### config.mk
export PLATFORM = sky130hd
export DESIGN_NAME = btn_debounce
export DESIGN_NICKNAME = d
export VERILOG_FILES = /design/src/rtl/btn_debounce_pkg.sv /design/src/rtl/btn_debounce_sync_2ff.sv /design/src/rtl/btn_debounce.sv
export SDC_FILE = /design/constraint.sdc
export NUM_CORES = 1
export LEC_CHECK = 0
export ABC_AREA = 1
export BUFFER_PORTS_ARGS = -buffer_cell sky130_fd_sc_hd__buf_4
export CAP_MARGIN = 30
export CORE_UTILIZATION = 45
export CTS_CLUSTER_DIAMETER = 80
export DETAILED_ROUTE_END_ITERATION = 7
export GPL_TIMING_DRIVEN = 1
export HOLD_SLACK_MARGIN = 0.12
export PLACE_DENSITY = 0.71
export SYNTH_ARGS = -nofsm -noshare
export SYNTH_HDL_FRONTEND = slang
export SYNTH_SLANG_ARGS = --single-unit
### constraint.sdc
create_clock -name clk_i -period 3.89 [get_ports clk_i]
set_clock_uncertainty 0.15 [all_clocks]
set_input_delay 0.389 -clock clk_i [delete_from_list [all_inputs] [get_ports clk_i]]
set_output_delay 0.389 -clock clk_i [all_outputs]
set_load 0.05 [all_outputs]
### src/rtl/btn_debounce_pkg.sv
// Shared definitions for the push-button conditioning path: FSM encoding and
// 100 MHz cycle constants.
package btn_debounce_pkg;

  typedef enum logic [1:0] {
    RELEASED     = 2'd0,
    PRESS_WAIT   = 2'd1,
    HELD         = 2'd2,
    RELEASE_WAIT = 2'd3
  } db_state_e;

  localparam int unsigned CYCLES_10MS = 32'd1_000_000;
  localparam int unsigned CYCLES_1S   = 32'd100_000_000;

endpackage

### src/rtl/btn_debounce_sync_2ff.sv
// Two-flop synchroniser for asynchronous board inputs; clears to 0 on reset.
module sync_2ff (
  input  logic clk_i,
  input  logic rst_i,
  input  logic d_i,
  output logic q_o
);

  logic meta_q;
  logic sync_q;

  always_ff @(posedge clk_i or negedge rst_i) begin
    if (!rst_i) begin
      meta_q <= 1'b0;
      sync_q <= 1'b0;
    end else begin
      meta_q <= d_i;
      sync_q <= meta_q;
    end
  end

  assign q_o = sync_q;

endmodule

### src/rtl/btn_debounce.sv
// Push-button debouncer: synchronised input, debounced level, and one-cycle
// press / release / long-press strobes, all registered.
module btn_debounce
  import btn_debounce_pkg::*;
#(
  parameter int unsigned DEBOUNCE_CYCLES = CYCLES_10MS,
  parameter int unsigned LONG_CYCLES     = CYCLES_1S,
  parameter int unsigned CNT_W           = 27
) (
  input  logic clk_i,
  input  logic rst_i,
  input  logic btn_in_i,
  output logic btn_level_o,
  output logic press_o,
  output logic release_o,
  output logic long_press_o
);

  localparam logic [CNT_W-1:0] DB_LAST   = CNT_W'(DEBOUNCE_CYCLES - 1);
  localparam logic [CNT_W-1:0] LONG_LAST = CNT_W'(LONG_CYCLES - 1);
  localparam logic [CNT_W-1:0] HOLD_SAT  = CNT_W'(LONG_CYCLES);
  localparam logic [CNT_W-1:0] CNT_ONE   = CNT_W'(1);

  logic             s;
  db_state_e        state_q, state_d;
  logic [CNT_W-1:0] db_cnt_q, db_cnt_d;
  logic [CNT_W-1:0] hold_cnt_q, hold_cnt_d;
  logic             level_q, level_d;
  logic             press_q, press_d;
  logic             release_q, release_d;
  logic             long_q, long_d;

  sync_2ff u_sync (
    .clk_i (clk_i),
    .rst_i (rst_i),
    .d_i   (btn_in_i),
    .q_o   (s)
  );

  always_ff @(posedge clk_i or negedge rst_i) begin
    if (!rst_i) begin
      state_q    <= RELEASED;
      db_cnt_q   <= '0;
      hold_cnt_q <= '0;
      level_q    <= 1'b0;
      press_q    <= 1'b0;
      release_q  <= 1'b0;
      long_q     <= 1'b0;
    end else begin
      state_q    <= state_d;
      db_cnt_q   <= db_cnt_d;
      hold_cnt_q <= hold_cnt_d;
      level_q    <= level_d;
      press_q    <= press_d;
      release_q  <= release_d;
      long_q     <= long_d;
    end
  end

  always_comb begin
    state_d    = state_q;
    db_cnt_d   = db_cnt_q;
    hold_cnt_d = hold_cnt_q;
    level_d    = level_q;
    press_d    = 1'b0;
    release_d  = 1'b0;
    long_d     = 1'b0;

    // Hold timer runs through release-wait too; parking at LONG_CYCLES
    // (one past the firing value) blocks a repeat long-press.
    if (state_q == HELD || state_q == RELEASE_WAIT) begin
      if (hold_cnt_q == LONG_LAST) begin
        long_d     = 1'b1;
        hold_cnt_d = HOLD_SAT;
      end else if (hold_cnt_q != HOLD_SAT) begin
        hold_cnt_d = hold_cnt_q + CNT_ONE;
      end
    end

    unique case (state_q)
      RELEASED: begin
        if (s) begin
          state_d  = PRESS_WAIT;
          db_cnt_d = CNT_ONE;
        end
      end
      PRESS_WAIT: begin
        if (!s) begin
          state_d  = RELEASED;
          db_cnt_d = '0;
        end else if (db_cnt_q == DB_LAST) begin
          state_d    = HELD;
          db_cnt_d   = '0;
          hold_cnt_d = '0;
          press_d    = 1'b1;
          level_d    = 1'b1;
        end else begin
          db_cnt_d = db_cnt_q + CNT_ONE;
        end
      end
      HELD: begin
        if (!s) begin
          state_d  = RELEASE_WAIT;
          db_cnt_d = CNT_ONE;
        end
      end
      RELEASE_WAIT: begin
        if (s) begin
          state_d  = HELD;
          db_cnt_d = '0;
        end else if (db_cnt_q == DB_LAST) begin
          state_d   = RELEASED;
          db_cnt_d  = '0;
          release_d = 1'b1;
          level_d   = 1'b0;
        end else begin
          db_cnt_d = db_cnt_q + CNT_ONE;
        end
      end
      default: state_d = RELEASED;
    endcase
  end

  assign btn_level_o  = level_q;
  assign press_o      = press_q;
  assign release_o    = release_q;
  assign long_press_o = long_q;

endmodule
## Word-level counts from Yosys, hierarchy flattened

Index checks and enable logic that the tools add are counted.

| cells by class | value |
|---|---|
| $add $sub $neg | 2 |
| multiply operators | 0 |
| divide/modulo/power cells | 0 |
| magnitude comparators | 0 |
| equality and inequality tests | 14 |
| shift operators | 0 |
| mux-type cells | 31 |
| bitwise operators | 0 |
| reductions and logical operators | 6 |

Operators by type and width:

| cell | number |
|---|---|
| two-way mux 27 bit | 11 |
| one-hot mux 27 bit (4 select lines) | 1 |
| adder 27 x 1 -> 27 bit, second input constant | 2 |
| == test 27 x 20 -> 1 bit, second input constant | 1 |
| == test 27 bit, second input constant | 1 |
| != test 27 bit, second input constant | 1 |
| two-way mux 2 bit | 6 |
| two-way mux 1 bit | 11 |
| one-hot mux 2 bit (4 select lines) | 1 |
| != test 2 x 1 -> 1 bit, second input constant | 3 |
| != test 2 bit, second input constant | 3 |
| AND reduction 5 bit | 1 |
| == test 2 bit, second input constant | 2 |
| AND reduction 4 bit | 1 |
| != test 3 x 1 -> 1 bit, second input constant | 1 |
| != test 3 bit, second input constant | 1 |
| == test 2 x 1 -> 1 bit, second input constant | 1 |
| zero test 2 bit | 1 |
| one-hot mux 1 bit (2 select lines) | 1 |
| AND reduction 2 bit | 1 |
| nonzero test 2 bit | 1 |
| logical OR 1 bit | 1 |

| storage, ports and cells | value |
|---|---|
| bits in registers | 62 |
| bits in latches | 0 |
| RAM bits | 0 |
| ROM bits | 0 |
| input bits | 3 |
| output and inout bits | 4 |
| logic and storage cells | 62 |
| memories | 0 |

## Longest topological paths before layout

Gate-level depths: netlist of the first run.

| depth | value |
|---|---|
| depth after elaboration | 7 |
| mapped depth | 12 |
| gate-level depth less buffers | 11 |

## Modules after synthesis

A second synthesis of the first run with hierarchy kept.

| unflattened totals | value |
|---|---|
| cells, all modules | 613 |
| area total of the unflattened synthesis | 4144.0 sq um |

By module, submodules not included:

| module | instances | cells an instance | area an instance (sq um) | sequential area each (sq um) |
|---|---|---|---|---|
| btn_debounce | 1 | 611 | 4093.9 | 1501.4 |
| sync_2ff | 1 | 2 | 50.0 | 50.0 |

## Least setup slack after synthesis of the first run

No wires, ideal clock.

| timing path | value |
|---|---|
| path kind | flip-flop to flip-flop |
| start | register db_cnt_q[1] |
| end | register db_cnt_q[22] |
| setup time | 123 ps |
| arrival | 1407 ps |
| required time | 3617 ps |
| path slack | 2211 ps |
| cell stages (with the launch flop) | 12 |
| buffers on the path | 1 |
| clock period less this slack | 1679 ps |
| cell sequence | dfrtp_1 -> ha_1 -> nand3_2 -> nor2_2 -> nand3_2 -> nor2_4 -> nor2_4 -> nor2_4 -> inv_2 -> buf_6 -> nand2_1 -> nor2_1 |

| on the way | value |
|---|---|
| longest elaborated chain between the ends | 4 |
| elaborated cells between the ends (all ways) | 6 |
| those cells by class | 1 x add/sub; 1 x eq/ne; 4 x mux |

Ends and longest elaborated chain:

| what | line | RTL |
|---|---|---|
| start, declared | btn_debounce.sv:26 | `logic [CNT_W-1:0] db_cnt_q, db_cnt_d;` |
| start signal, assigned | btn_debounce.sv:51 | `db_cnt_q <= db_cnt_d;` |
| adder 27 x 1 -> 27 bit / == test 27 x 20 -> 1 bit (equally long branches) | - |  |
| two-way mux 27 bit * | btn_debounce.sv:91, btn_debounce.sv:111 |  |
| two-way mux 27 bit (on tied branches) | btn_debounce.sv:108, btn_debounce.sv:88 |  |
| one-hot mux 27 bit (4 select lines) * | btn_debounce.sv:80 | `unique case (state_q)` |

Mark *: on every way between the ends. The rest lies on a longest branch, timed or not.
A chain may end at the register's enable or synchronous reset.

==> run summary, run 1 <==
The flow ran to the end, and the final reports show no timing, DRC or antenna violations. The via count normalized by instance count came out at 5.33. The total count of hold-check failures in the final report came out at 0. CTS placed an instance of sky130_fd_sc_hd__clkbuf_8 at the clock tree root.

The die outline area is 0.00939 sq mm. The first-pass detailed-route iteration total is 6. The area taken by flip-flops and latches came out at 0.00155 sq mm. The minimum clock period after layout is 2250 ps. The initialized floorplan defines 34 standard-cell rows. The residual DRC count came out at 0. Setup violations remaining at the end of the flow were counted as 0.

The dominant combinational cell family by area after synthesis is simple AND/OR/NAND/NOR gates. The relative slew slack came out at 47.2%. The violation count after the first detailed-route iteration came out at 281. The cell depth of the worst hold path came out at 0. The worst register-to-register path ends at db_cnt_q[18]. After Yosys synthesis, full adders, half adders and majority gates account for 0.926% of the synthesized area. The core region is 0.00872 sq mm.

In this run, distinct cell masters in the synthesized netlist total 33. Setup repair after global routing left no endpoint under its margin. Measured in cells, the most critical reg-to-reg path has a length of 11. In this run the count of I/O pins placed on the die edge is 7. The data required time of the critical path came out at 3970 ps. The sequential element share of the synthesized area came out at 38.3%. The data arrival time of the critical path came out at 2330 ps.

The number of setup buffers added after CTS is 0. The number of register bits inferred by synthesis is 62. The via count of the first global-routing pass is 3493.

The maximum level of the CTS H-tree came out at 3. Leaving out fill and tap cells, the most frequent cells in the layout are sky130_fd_sc_hd__nand2_1 (196), sky130_fd_sc_hd__nor2_1 (116), sky130_fd_sc_hd__inv_1 (69), sky130_fd_sc_hd__dfrtp_1 (62), sky130_fd_sc_hd__nand3_1 (31). In this run the biggest area consumer among cell types represents 38.3% of the synthesized area. Leaving out fill and tap cells, the most frequent cell in the layout is sky130_fd_sc_hd__nand2_1.

For this run, the share of the core covered by cells in the final layout is 50.5%. The multi-input gate area in the final layout is 0.00214 sq mm. The number of inserted diodes is 0. The number of fill cells in the layout came out at 854. The parity-gate share of the synthesized area counting xor and xnor cells came out at 2.38%. The peak ir drop on the vdd network is 391 uV. During placement, the flow inserted port buffers numbering 6. The analysis attributes to cell leakage a power of 2.10 nW. The quantity of gates resized following cts came out at 0. The largest registers in the layout are db_cnt_q x27, hold_cnt_q x27. The type of the tightest min-delay check is reg -> reg. The number of placed instances, taps included came out at 718. Based on the critical path, the design can be clocked at up to 444 MHz. The number of routed nets with antenna violations came out at 0. The y dimension of the die came out at 96.9 um.

The worst hold path begins at u_sync.meta_q. The mux share of post-synthesis cell area came out at 0%. The number of maximum-capacitance violations is 0. Of all cell types, the one taking the most synthesized area is sky130_fd_sc_hd__dfrtp_1. STA classifies the critical path endpoint as a flop. The critical path is of the reg -> reg type. The clock transition at the registers of the reported paths is 70 ps.

Routability-driven placement finished with a final weighted congestion of 1.05. The aggregate routed wire length came out at 10.3 mm. The worst setup path is launched from a flop.

Buffers inserted during clock tree synthesis total 9. The count of vias placed by the detailed router came out at 3921. The area growth from synthesis to layout is 8.71%. The mean instance size in the synthesized netlist is 6.62 sq um.

The count of pins over their slew limit is 0. The starting utilization of the core area is 46.5%. The insertion delay of the later-clocked pin in the worst-skew pair came out at 350 ps.

The worst min-delay path endpoint is u_sync.q_o. After detailed routing, the average wire length per cell comes to 14.0 um. Of all nets on the critical path, the largest fanout is 34.

Of the total synthesized cell area, the portion taken by AND, OR, NAND and NOR gates is 44.1%. The maximum number of pins on one net before global-route repair came out at 63. The number of antenna violations at the first check in global routing came out at 0. TritonCTS built the clock tree. The post-route fraction of the period consumed by the critical path came out at 57.9%. After the last flow step, the layout net total stands at 629. The total global-route track usage came out at 23.2%. Clock tree synthesis found a total of 62 sinks. For this run, the number of Yosys warnings is 0.

The post-synthesis net count is 618. Sorting the synthesized cells by area gives the leading types as sky130_fd_sc_hd__dfrtp_1 (38%), sky130_fd_sc_hd__nand2_1 (18%), sky130_fd_sc_hd__nor2_1 (11%), sky130_fd_sc_hd__inv_1 (6.4%), sky130_fd_sc_hd__nand3_1 (3.8%). The transition time of the tightest slew-check pin is 791 ps.

The complex-gate fraction of the synthesized area came out at 5.56%. The post-layout instance count excluding filler cells is 736. For flop-to-flop paths, the worst setup slack is 1640 ps.

The post-synth design cell area came out at 0.00405 sq mm. The first global-routing pass estimated 17.2 mm of wire. The number of buffers on the longest clock path is 2.

The leftover overflow at the end of global routing came out at 0. From left edge to right edge, the die measures 96.9 um. The detailed placement HPWL came out at 7.70 mm. The total power per unit cell area came out at 406 mW/mm^2. The number of cells produced by synthesis came out at 612. The fraction of final layout cells sized beyond drive strength 1 came out at 8.12%.

Adding up every negative setup slack in the final design gives 0 ps.
-- layout make-up --
class | count | share of cell area (%)
inverter | 79 | 6.79
tap | 108 | 3.07
multi-input combinational | 462 | 48.7
sequential | 62 | 35.2
clock inverter | 3 | 0.966
timing repair buffer | 9 | 1.65
clock buffer | 13 | 3.61
-- metrics by stage --
| stage | hold slack (ps) | power [mW] | setup WS [ps] | area, sq um |
|---|---|---|---|---|
| 2_1_floorplan | -56.6 | 1.12 | 2210 | 4050 |
| 3_3_place_gp | 186 | 1.20 | 1660 | 4180 |
| 3_5_place_dp | 191 | 1.21 | 1640 | 4180 |
| 4_1_cts | 207 | 1.80 | 1630 | 4400 |
| 5_1_grt | 211 | 1.90 | 1480 | 4400 |
| 6_report | 204 | 1.79 | 1640 | 4400 |
-- timing repair --
action / CTS / global route
hold buffers: 2 / 0
endpoints found under the hold margin: 63 / 0
endpoints found under the setup margin: 0 / 0
-- Yosys cell counts, drive strengths merged --
master,instances
nand2,202
nor2,125
inv,78
dfrtp,62
nand3,36
a21oi,19
nor3,17
nand4,16
o21ai,11
xor2,11
buf,6
nand3b,6
o21bai,5
clkbuf,3
ha,3
nor3b,3
o31ai,3
nor4,2
a22o,1
a31oi,1
and2,1
clkinv,1
-- worst max-delay path, stage by stage (launching register included) --
cell                      delay [ps]
sky130_fd_sc_hd__dfrtp_1         360
sky130_fd_sc_hd__buf_4           250
sky130_fd_sc_hd__inv_4           200
sky130_fd_sc_hd__nand2_1         120
sky130_fd_sc_hd__nand3_2         240
sky130_fd_sc_hd__nand3_1         200
sky130_fd_sc_hd__nor2_4          190
sky130_fd_sc_hd__nand2_2         100
sky130_fd_sc_hd__inv_1           140
sky130_fd_sc_hd__nand3_1          80
sky130_fd_sc_hd__nand2_1          70
sky130_fd_sc_hd__nor2_1           30
-- routing by layer --
metal  global-route usage (%)  vias to the layer above  routed length (um)
li1                         -                     1940                   -
met1                     35.5                     1832                5120
met2                     32.9                      136                4280
met3                     3.18                       13                 718
met4                     9.07                        0                 159
met5                        0                        -                   0
-- power breakdown --
part / switching (mW) / internal (mW)
Clock: 0.261 / 0.330
Sequential: 0.0624 / 0.699
Combinational: 0.316 / 0.119
-- cells by family after synthesis --
group                      Yosys count
DFF                                 62
AOI/OAI and AO/OA                   40
buffers and inverters               88
adders and majority gates            3
and+or+nand+nor                    408
xor gates and xnor gates            11
-- worst max path at each step --
stage / start / end / cells past startpoint
after floorplan: db_cnt_q[1] / db_cnt_q[22] / 11
after global placement: flop / db_cnt_q[18] / 11
after detailed placement: flop / db_cnt_q[18] / 11
after CTS: flop / db_cnt_q[18] / 11
after global routing: flop / db_cnt_q[18] / 11
final: flop / db_cnt_q[18] / 11
Power figures use the tool's default switching activity.
==> run 2: changes to the inputs <==
ABC_AREA = 0   (was 1)
clock period = 2.2 ns   (was 3.89 ns; I/O delays follow)
==> run 2 against run 1 <==
The flow now finishes with violations (setup timing); sequential share of layout area up 3.8 points; cell area down 9.7%; area after synthesis down 19%; critical path type unchanged; register-to-register slack worse by 1900 ps; sequential power up 52%; cell count down 34%; hold slack about the same; clock-buffer cell count down 2.
==> run summary, run 2 <==
The number of fill cells in the layout came out at 592 (was 854). The transition time of the tightest slew-check pin is 766 ps (was 791 ps). The setup slack after placement came out at -176 ps (was 1640 ps).

The number of buffers on the longest clock path came out at 2 (unchanged). The post-layout worst setup margin came out at -218 ps (was 1640 ps). The type of origin of the critical path is a flop (unchanged). The residual DRC count came to 0 (unchanged). The synthesis-to-layout area growth is 20.6% (was 8.71%).

The number of antenna violations at the first check in global routing was 0 (unchanged). The total power after layout came out at 2.13 mW (was 1.79 mW). The top achievable clock speed came out at 413 MHz (was 444 MHz). The total power per unit cell area was 537 mW/mm^2 (was 406 mW/mm^2). The static leakage came out at 1.73 nW (was 2.10 nW). The weighted congestion reported at the end of routability-driven placement is 0.854 (was 1.05). The number of clock sinks came out at 62 (unchanged). The most common cell in the netlist is sky130_fd_sc_hd__dfrtp_1 (was sky130_fd_sc_hd__nand2_1).

The most instantiated flip-flop cell in the synthesis netlist was sky130_fd_sc_hd__dfrtp_1 (unchanged). The maximum fanout along the worst path came to 22 (was 34). The async set-or-reset flop fraction in the synthesized netlist is 100% (unchanged). The worst slack on hold paths is 204 ps (about the same). Largest registers: db_cnt_q x27, hold_cnt_q x27 (unchanged). The number of inserted diodes is 0 (unchanged).

The net total in the final layout came to 392 (was 629). The final cell area excluding filler cells is 0.00398 sq mm (was 0.00440 sq mm). The area taken by flip-flops and latches came to 0.00155 sq mm (unchanged). The TritonCTS buffer count came out at 9 (unchanged). The minimum clock period after layout is 2420 ps (was 2250 ps). Leading cell types by count after synthesis: sky130_fd_sc_hd__dfrtp_1 (62), sky130_fd_sc_hd__nor2_1 (60), sky130_fd_sc_hd__xor2_1 (29), sky130_fd_sc_hd__nand3_1 (25), sky130_fd_sc_hd__nand4_1 (22) (was sky130_fd_sc_hd__nand2_1 (196), sky130_fd_sc_hd__nor2_1 (116), sky130_fd_sc_hd__inv_1 (69), sky130_fd_sc_hd__dfrtp_1 (62), sky130_fd_sc_hd__nand3_1 (31)).

The most common cell after layout, fill and taps aside is sky130_fd_sc_hd__dfrtp_1 (was sky130_fd_sc_hd__nand2_1). The top-area cell type share of the netlist area came out at 47.0% (was 38.3%). The quantity of I/O buffers inserted on ports came out at 6 (unchanged). The slowest cell on the critical path is sky130_fd_sc_hd__or4_4 (was sky130_fd_sc_hd__dfrtp_1). The first-pass detailed-route iteration total came out at 4 (was 6). The average wire per standard cell came to 14.6 um (was 14.0 um). The number of warning messages in the yosys log was 0 (unchanged). The data arrival time of the critical path came out at 2500 ps (was 2330 ps). The number of failing setup endpoints in the final timing report was 58 (was 0). The peak ir drop on the vdd network is 395 uV (was 391 uV). The total count of hold-check failures in the final report was 0 (unchanged). The category of the critical setup timing path is reg -> reg (unchanged).

The data required time of the critical path came out at 2280 ps (was 3970 ps). The maximum level of the CTS H-tree came out at 3 (unchanged). The multi-input gate area in the final layout came out at 0.00172 sq mm (was 0.00214 sq mm).

The aggregate routed wire length is 7.09 mm (was 10.3 mm). The insertion delay of the later-clocked pin in the worst-skew pair was 340 ps (was 350 ps). The number of register bits inferred by synthesis was 62 (unchanged). The cell type contributing the most total cell area after synthesis was sky130_fd_sc_hd__dfrtp_1 (unchanged). The die outline area came out at 0.00768 sq mm (was 0.00939 sq mm). The via count normalized by instance count came to 5.57 (was 5.33).

The maximum number of pins on one net before global-route repair came out at 63 (unchanged). The global-route wire length before repair came to 12.5 mm (was 17.2 mm). Result of the run: finished, violations left (was finished clean). The standard cell core area came out at 0.00694 sq mm (was 0.00872 sq mm). The number of placed instances, taps included came out at 468 (was 718). The y dimension of the die is 87.6 um (was 96.9 um). The library cell used as clock root buffer is sky130_fd_sc_hd__clkbuf_8 (unchanged). The count of flip-flops with a built-in enable after synthesis is 0 (unchanged). The stage delay of the slowest cell on the critical path is 530 ps (was 360 ps). The number of routed nets with antenna violations is 0 (unchanged). The post-layout instance count excluding filler cells came out at 486 (was 736).

The count of vias placed by the detailed router came to 2707 (was 3921). The starting utilization of the core area came out at 47.5% (was 46.5%). The relative slew slack came out at 48.9% (was 47.2%).

The x dimension of the die came out at 87.6 um (was 96.9 um). The clock transition at the registers of the reported paths came out at 70 ps (about the same). The post-synth design cell area is 0.00330 sq mm (was 0.00405 sq mm).

The via count of the first global-routing pass came to 2655 (was 3493). The number of maximum-capacitance violations is 0 (unchanged). RSZ-0062 raised after global routing: yes (was no). The sequential element share of the synthesized area is 47.0% (was 38.3%). The mean instance size in the synthesized netlist is 9.65 sq um (was 6.62 sq um). The total global-route track usage came out at 21.2% (was 23.2%). The count of pins over their slew limit came to 0 (unchanged). Critical-path cell list: or4_1 > or4_4 > nor4_4 > o21a_2 > buf_12 > nor2_1 (was buf_4 > inv_4 > nand2_1 > nand3_2 > nand3_1 > nor2_4 > nand2_2 > inv_1 > nand3_1 > nand2_1 > nor2_1). The detailed placement HPWL is 4.71 mm (was 7.70 mm).

The kind of capture point of the worst setup path was a flop (unchanged). The number of cells produced by synthesis came out at 342 (was 612). The type of the tightest min-delay check is reg -> reg (unchanged). The clock tree from TritonCTS is done (unchanged). The post-route fraction of the period consumed by the critical path came out at 110% (was 57.9%).

Cell types occupying the most area after synthesis: sky130_fd_sc_hd__dfrtp_1 (47%), sky130_fd_sc_hd__xor2_1 (7.7%), sky130_fd_sc_hd__nor2_1 (6.8%), sky130_fd_sc_hd__xnor2_1 (4.2%), sky130_fd_sc_hd__nand4_1 (4.2%) (was sky130_fd_sc_hd__dfrtp_1 (38%), sky130_fd_sc_hd__nand2_1 (18%), sky130_fd_sc_hd__nor2_1 (11%), sky130_fd_sc_hd__inv_1 (6.4%), sky130_fd_sc_hd__nand3_1 (3.8%)). The standard cell area after detailed placement came out at 0.00371 sq mm (was 0.00418 sq mm). The number of different library cells in the post-synthesis netlist is 48 (was 33). The leftover overflow at the end of global routing is 0 (unchanged). The post-synthesis net count is 348 (was 618). The violation count after the first detailed-route iteration came out at 141 (was 281). The number of top-level pins is 7 (unchanged). Leading cell types in the layout, fill and taps excluded: sky130_fd_sc_hd__dfrtp_1 (62), sky130_fd_sc_hd__nor2_1 (60), sky130_fd_sc_hd__buf_4 (41), sky130_fd_sc_hd__xor2_1 (29), sky130_fd_sc_hd__nand3_1 (25) (was sky130_fd_sc_hd__nand2_1 (196), sky130_fd_sc_hd__nor2_1 (116), sky130_fd_sc_hd__inv_1 (69), sky130_fd_sc_hd__dfrtp_1 (62), sky130_fd_sc_hd__nand3_1 (31)). The fraction of final layout cells sized beyond drive strength 1 is 20.0% (was 8.12%). The row count came out at 30 (was 34). The checks that failed: setup timing.
run 2: critical path, delay by kind of cell (launching register included):
family / cells / cell delay (ps)
compound gates: 1 / 220
flops: 1 / 370
buf+inv: 1 / 160
simple gates: 4 / 1400
run 2: path summary, 6_finish.rpt:
check	slack, ps	cells after the start	from	endpoint
max	-220	6	db_cnt_q[15]	db_cnt_q[8]
max in group asynchronous	1050	2	rst_i	db_cnt_q[8]
min	200	0	u_sync.meta_q	u_sync.q_o
min in group asynchronous	350	2	rst_i	press_o
min reg2reg	200	0	u_sync.meta_q	u_sync.q_o
max reg2reg	-220	6	db_cnt_q[15]	db_cnt_q[8]
run 2: per-stage QoR:
step,setup TNS [ps],utilization (%)
after floorplan,-4860,-
after global placement,-5880,53.4
after detailed placement,-8080,53.4
after CTS,-8890,56.9
after global routing,-14050,57.3
final,-9330,57.3
run 2: timing repair:
item	CTS	global route
hold buffers	2	0
setup endpoints to repair	58	59
buffers inserted	1	0
pin swaps	3	3
gates resized for setup	10	5
endpoints found under the hold margin	63	0
run 2: power breakdown:
part	internal [mW]	switching [mW]
sequential	1.15	0.00837
clock	0.457	0.431
combinational	0.0344	0.0551
total	1.64	0.494
run 2: layer usage:
metal  global-route usage (%)  part of all wire, %
met4                     10.1                  2.5
met3                     5.09                  2.4
met5                        0                    0
met1                     25.8                   45
met2                     35.4                   50
run 2: final cells by class:
cell class	instances	area share [%]
Inverter	6	0.566
Multi-Input combinational cell	260	43.2
Clock inverter	4	0.566
Clock buffer	11	3.81
Timing Repair Buffer	47	9.81
Sequential cell	62	39.0
Tap cell	96	3.02
run 2: logic make-up after synthesis:
| group | synth area share [%] |
|---|---|
| compound gates | 5.95 |
| xor+xnor | 11.9 |
| fa+ha+maj | 1.14 |
| buf+inv | 3.03 |
| flops | 47.0 |
| mux | 0.645 |
| simple gates | 30.3 |
==> run 3: changes to the inputs <==
CORE_UTILIZATION = 55   (was 45)
PLACE_DENSITY = 0.82   (was 0.71)
==> run 3 against run 2 <==
The run still ends with setup timing left; clock-buffer cell count is the same; die area down 18%; flip-flop and latch count stayed put; global-route usage is 6.5 points higher; critical path depth unchanged; sequential share of layout area down 2.0 points; cell count is 3.3% lower; maximum frequency down 1.7%; clock power up 17%; critical path type unchanged; largest cell class unchanged.
==> run summary, run 3 (synthesis gave the netlist of run 2 again) <==
The number of maximum-capacitance violations was 0 (unchanged). The via count of the first global-routing pass is 2774 (was 2655). The final core utilization came to 74.3% (was 57.3%). The weighted congestion reported at the end of routability-driven placement came out at 0.891 (was 0.854). The category of the critical setup timing path is reg -> reg (unchanged). The number of top-level pins came out at 7 (unchanged). The first-pass detailed-route iteration total came to 5 (was 4). The most common cell after layout, fill and taps aside is sky130_fd_sc_hd__dfrtp_1 (unchanged).

Violations in the final reports: setup timing (unchanged). The transition time of the tightest slew-check pin is 769 ps (was 766 ps). The worst hold path startpoint is u_sync.meta_q (unchanged).

The launching point of the worst reg2reg path is db_cnt_q[13] (was db_cnt_q[15]). The slowest cell on the critical path is sky130_fd_sc_hd__or4_4 (unchanged). The post-route fraction of the period consumed by the critical path is 112% (was 110%). The type of the tightest min-delay check was reg -> reg (unchanged). The detailed placement HPWL came out at 4.98 mm (was 4.71 mm).

The data arrival time of the critical path came out at 2560 ps (was 2500 ps). The total count of hold-check failures in the final report is 0 (unchanged). The post-layout instance count excluding filler cells is 470 (was 486). The aggregate routed wire length is 8.64 mm (was 7.09 mm). The kind of capture point of the worst setup path is a flop (unchanged). The data required time of the critical path is 2300 ps (was 2280 ps). The via count normalized by instance count came out at 6.34 (was 5.57).

The number of antenna violations at the first check in global routing is 0 (unchanged). The static leakage came out at 1.78 nW (was 1.73 nW). The clock tree from TritonCTS is done (unchanged). The count of pins over their slew limit came out at 0 (unchanged). The residual DRC count is 0 (unchanged). The number of clock sinks was 62 (unchanged). The minimum clock period after layout came out at 2460 ps (was 2420 ps).

The y dimension of the die was 79.5 um (was 87.6 um). The row count came to 27 (was 30). The peak ir drop on the vdd network came to 380 uV (was 395 uV). The global-route wire length before repair was 13.2 mm (was 12.5 mm). The net total in the final layout came to 399 (was 392). The count of vias placed by the detailed router came out at 2979 (was 2707). The quantity of I/O buffers inserted on ports is 6 (unchanged). Leading cell types in the layout, fill and taps excluded: sky130_fd_sc_hd__dfrtp_1 (62), sky130_fd_sc_hd__buf_4 (40), sky130_fd_sc_hd__nor2_1 (39), sky130_fd_sc_hd__xor2_1 (29), sky130_fd_sc_hd__nand3_1 (25) (was sky130_fd_sc_hd__dfrtp_1 (62), sky130_fd_sc_hd__nor2_1 (60), sky130_fd_sc_hd__buf_4 (41), sky130_fd_sc_hd__xor2_1 (29), sky130_fd_sc_hd__nand3_1 (25)). The TritonCTS buffer count came to 9 (unchanged).

The number of failing setup endpoints in the final timing report came to 58 (unchanged). The library cell used as clock root buffer is sky130_fd_sc_hd__clkbuf_8 (unchanged). The violation count after the first detailed-route iteration came out at 299 (was 141). The average wire per standard cell is 18.4 um (was 14.6 um). The clock transition at the registers of the reported paths is 90 ps (was 70 ps).

The total global-route track usage came out at 27.7% (was 21.2%). The type of origin of the critical path is a flop (unchanged). The number of placed instances, taps included came to 446 (was 468). The number of inserted diodes is 0 (unchanged). The total power per unit cell area is 553 mW/mm^2 (was 537 mW/mm^2).

The x dimension of the die came out at 79.5 um (was 87.6 um). The maximum number of pins on one net before global-route repair is 63 (unchanged). The maximum level of the CTS H-tree came to 3 (unchanged). The synthesis-to-layout area growth is 27.0% (was 20.6%).

The fraction of final layout cells sized beyond drive strength 1 was 26.9% (was 20.0%). The relative slew slack is 48.7% (was 48.9%). The starting utilization of the core area is 58.5% (was 47.5%). The stage delay of the slowest cell on the critical path is 540 ps (was 530 ps). Result of the run: finished, violations left (unchanged). The post-layout worst setup margin came out at -261 ps (was -218 ps). The maximum fanout along the worst path came out at 4 (was 22). The number of buffers on the longest clock path is 2 (unchanged). RSZ-0062 raised after global routing: yes (unchanged).

The insertion delay of the later-clocked pin in the worst-skew pair is 360 ps (was 340 ps). The origin of the worst setup path is db_cnt_q[13] (was db_cnt_q[15]). The leftover overflow at the end of global routing is 0 (unchanged). The worst slack on hold paths was 210 ps (was 204 ps).

The total power after layout came out at 2.32 mW (was 2.13 mW). The standard cell core area is 0.00564 sq mm (was 0.00694 sq mm). Critical-path cell list: or4_1 > or4_4 > nor4_4 > buf_4 > nor2_2 > a221o_1 (was or4_1 > or4_4 > nor4_4 > o21a_2 > buf_12 > nor2_1). The number of routed nets with antenna violations was 0 (unchanged). Largest registers: db_cnt_q x27, hold_cnt_q x27 (unchanged). The top achievable clock speed was 406 MHz (was 413 MHz). The die outline area is 0.00631 sq mm (was 0.00768 sq mm).
run 3: cell count changes in the layout (fill, tap and decap cells not counted), sizes merged:
cell      before  now
clkbuf        11   13
bufinv         0    1
clkinv         3    2
buf           45   50
clkinvlp       1    2
run 3: repair_timing:
item,CTS,global route
gates resized for setup,12,42
pin swaps,8,19
setup endpoints to repair,58,59
hold endpoints to repair,63,0
gates cloned,0,3
setup buffers,2,2
hold buffers,2,0
run 3: final cells by class:
cell class | count | area (sq um)
fillers | 320 | 1450
inverters | 6 | 22.5
clock buffers | 11 | 141
flip-flops and latches | 62 | 1550
well taps | 72 | 90.1
repair buffers | 54 | 492
multi-input cells | 260 | 1840
clock inverters | 5 | 58.8
run 3: stage by stage:
| step | cell area, sq um | TNS (ps) | setup WS [ps] |
|---|---|---|---|
| after floorplan | 3310 | -4860 | -172 |
| after global placement | 3680 | -4790 | -162 |
| after detailed placement | 3680 | -6050 | -202 |
| after CTS | 3960 | -7700 | -206 |
| after global routing | 4190 | -12930 | -318 |
| final | 4190 | -10010 | -261 |
run 3: final timing paths:
check	to	slack (ps)	cells past startpoint
max	db_cnt_q[4]	-260	6
min	u_sync.q_o	210	0
max reg2reg	db_cnt_q[4]	-260	6
min reg2reg	u_sync.q_o	210	0
max in group asynchronous	db_cnt_q[18]	1050	2
min in group asynchronous	state_q[0]	350	2
run 3: power breakdown:
group | switching [mW] | leakage [nW] | internal (mW)
clock network | 0.483 | 0.0955 | 0.554
registers | 0.0107 | 0.856 | 1.15
logic | 0.0733 | 0.825 | 0.0505
run 3: per-layer routing:
layer | global-route usage [%] | vias up | wire length (um)
li1 | - | 1326 | -
met1 | 35.3 | 1460 | 3550
met5 | 0 | - | 0
met4 | 12.2 | 0 | 255
met2 | 44.0 | 156 | 4210
met3 | 7.31 | 37 | 616
run 3: worst max-delay path: cells and delay by family (launching register included):
| family | cells | cell delay, ps |
|---|---|---|
| buffers and inverters | 1 | 200 |
| AOI/OAI and AO/OA | 1 | 300 |
| DFF | 1 | 380 |
| and+or+nand+nor | 4 | 1340 |
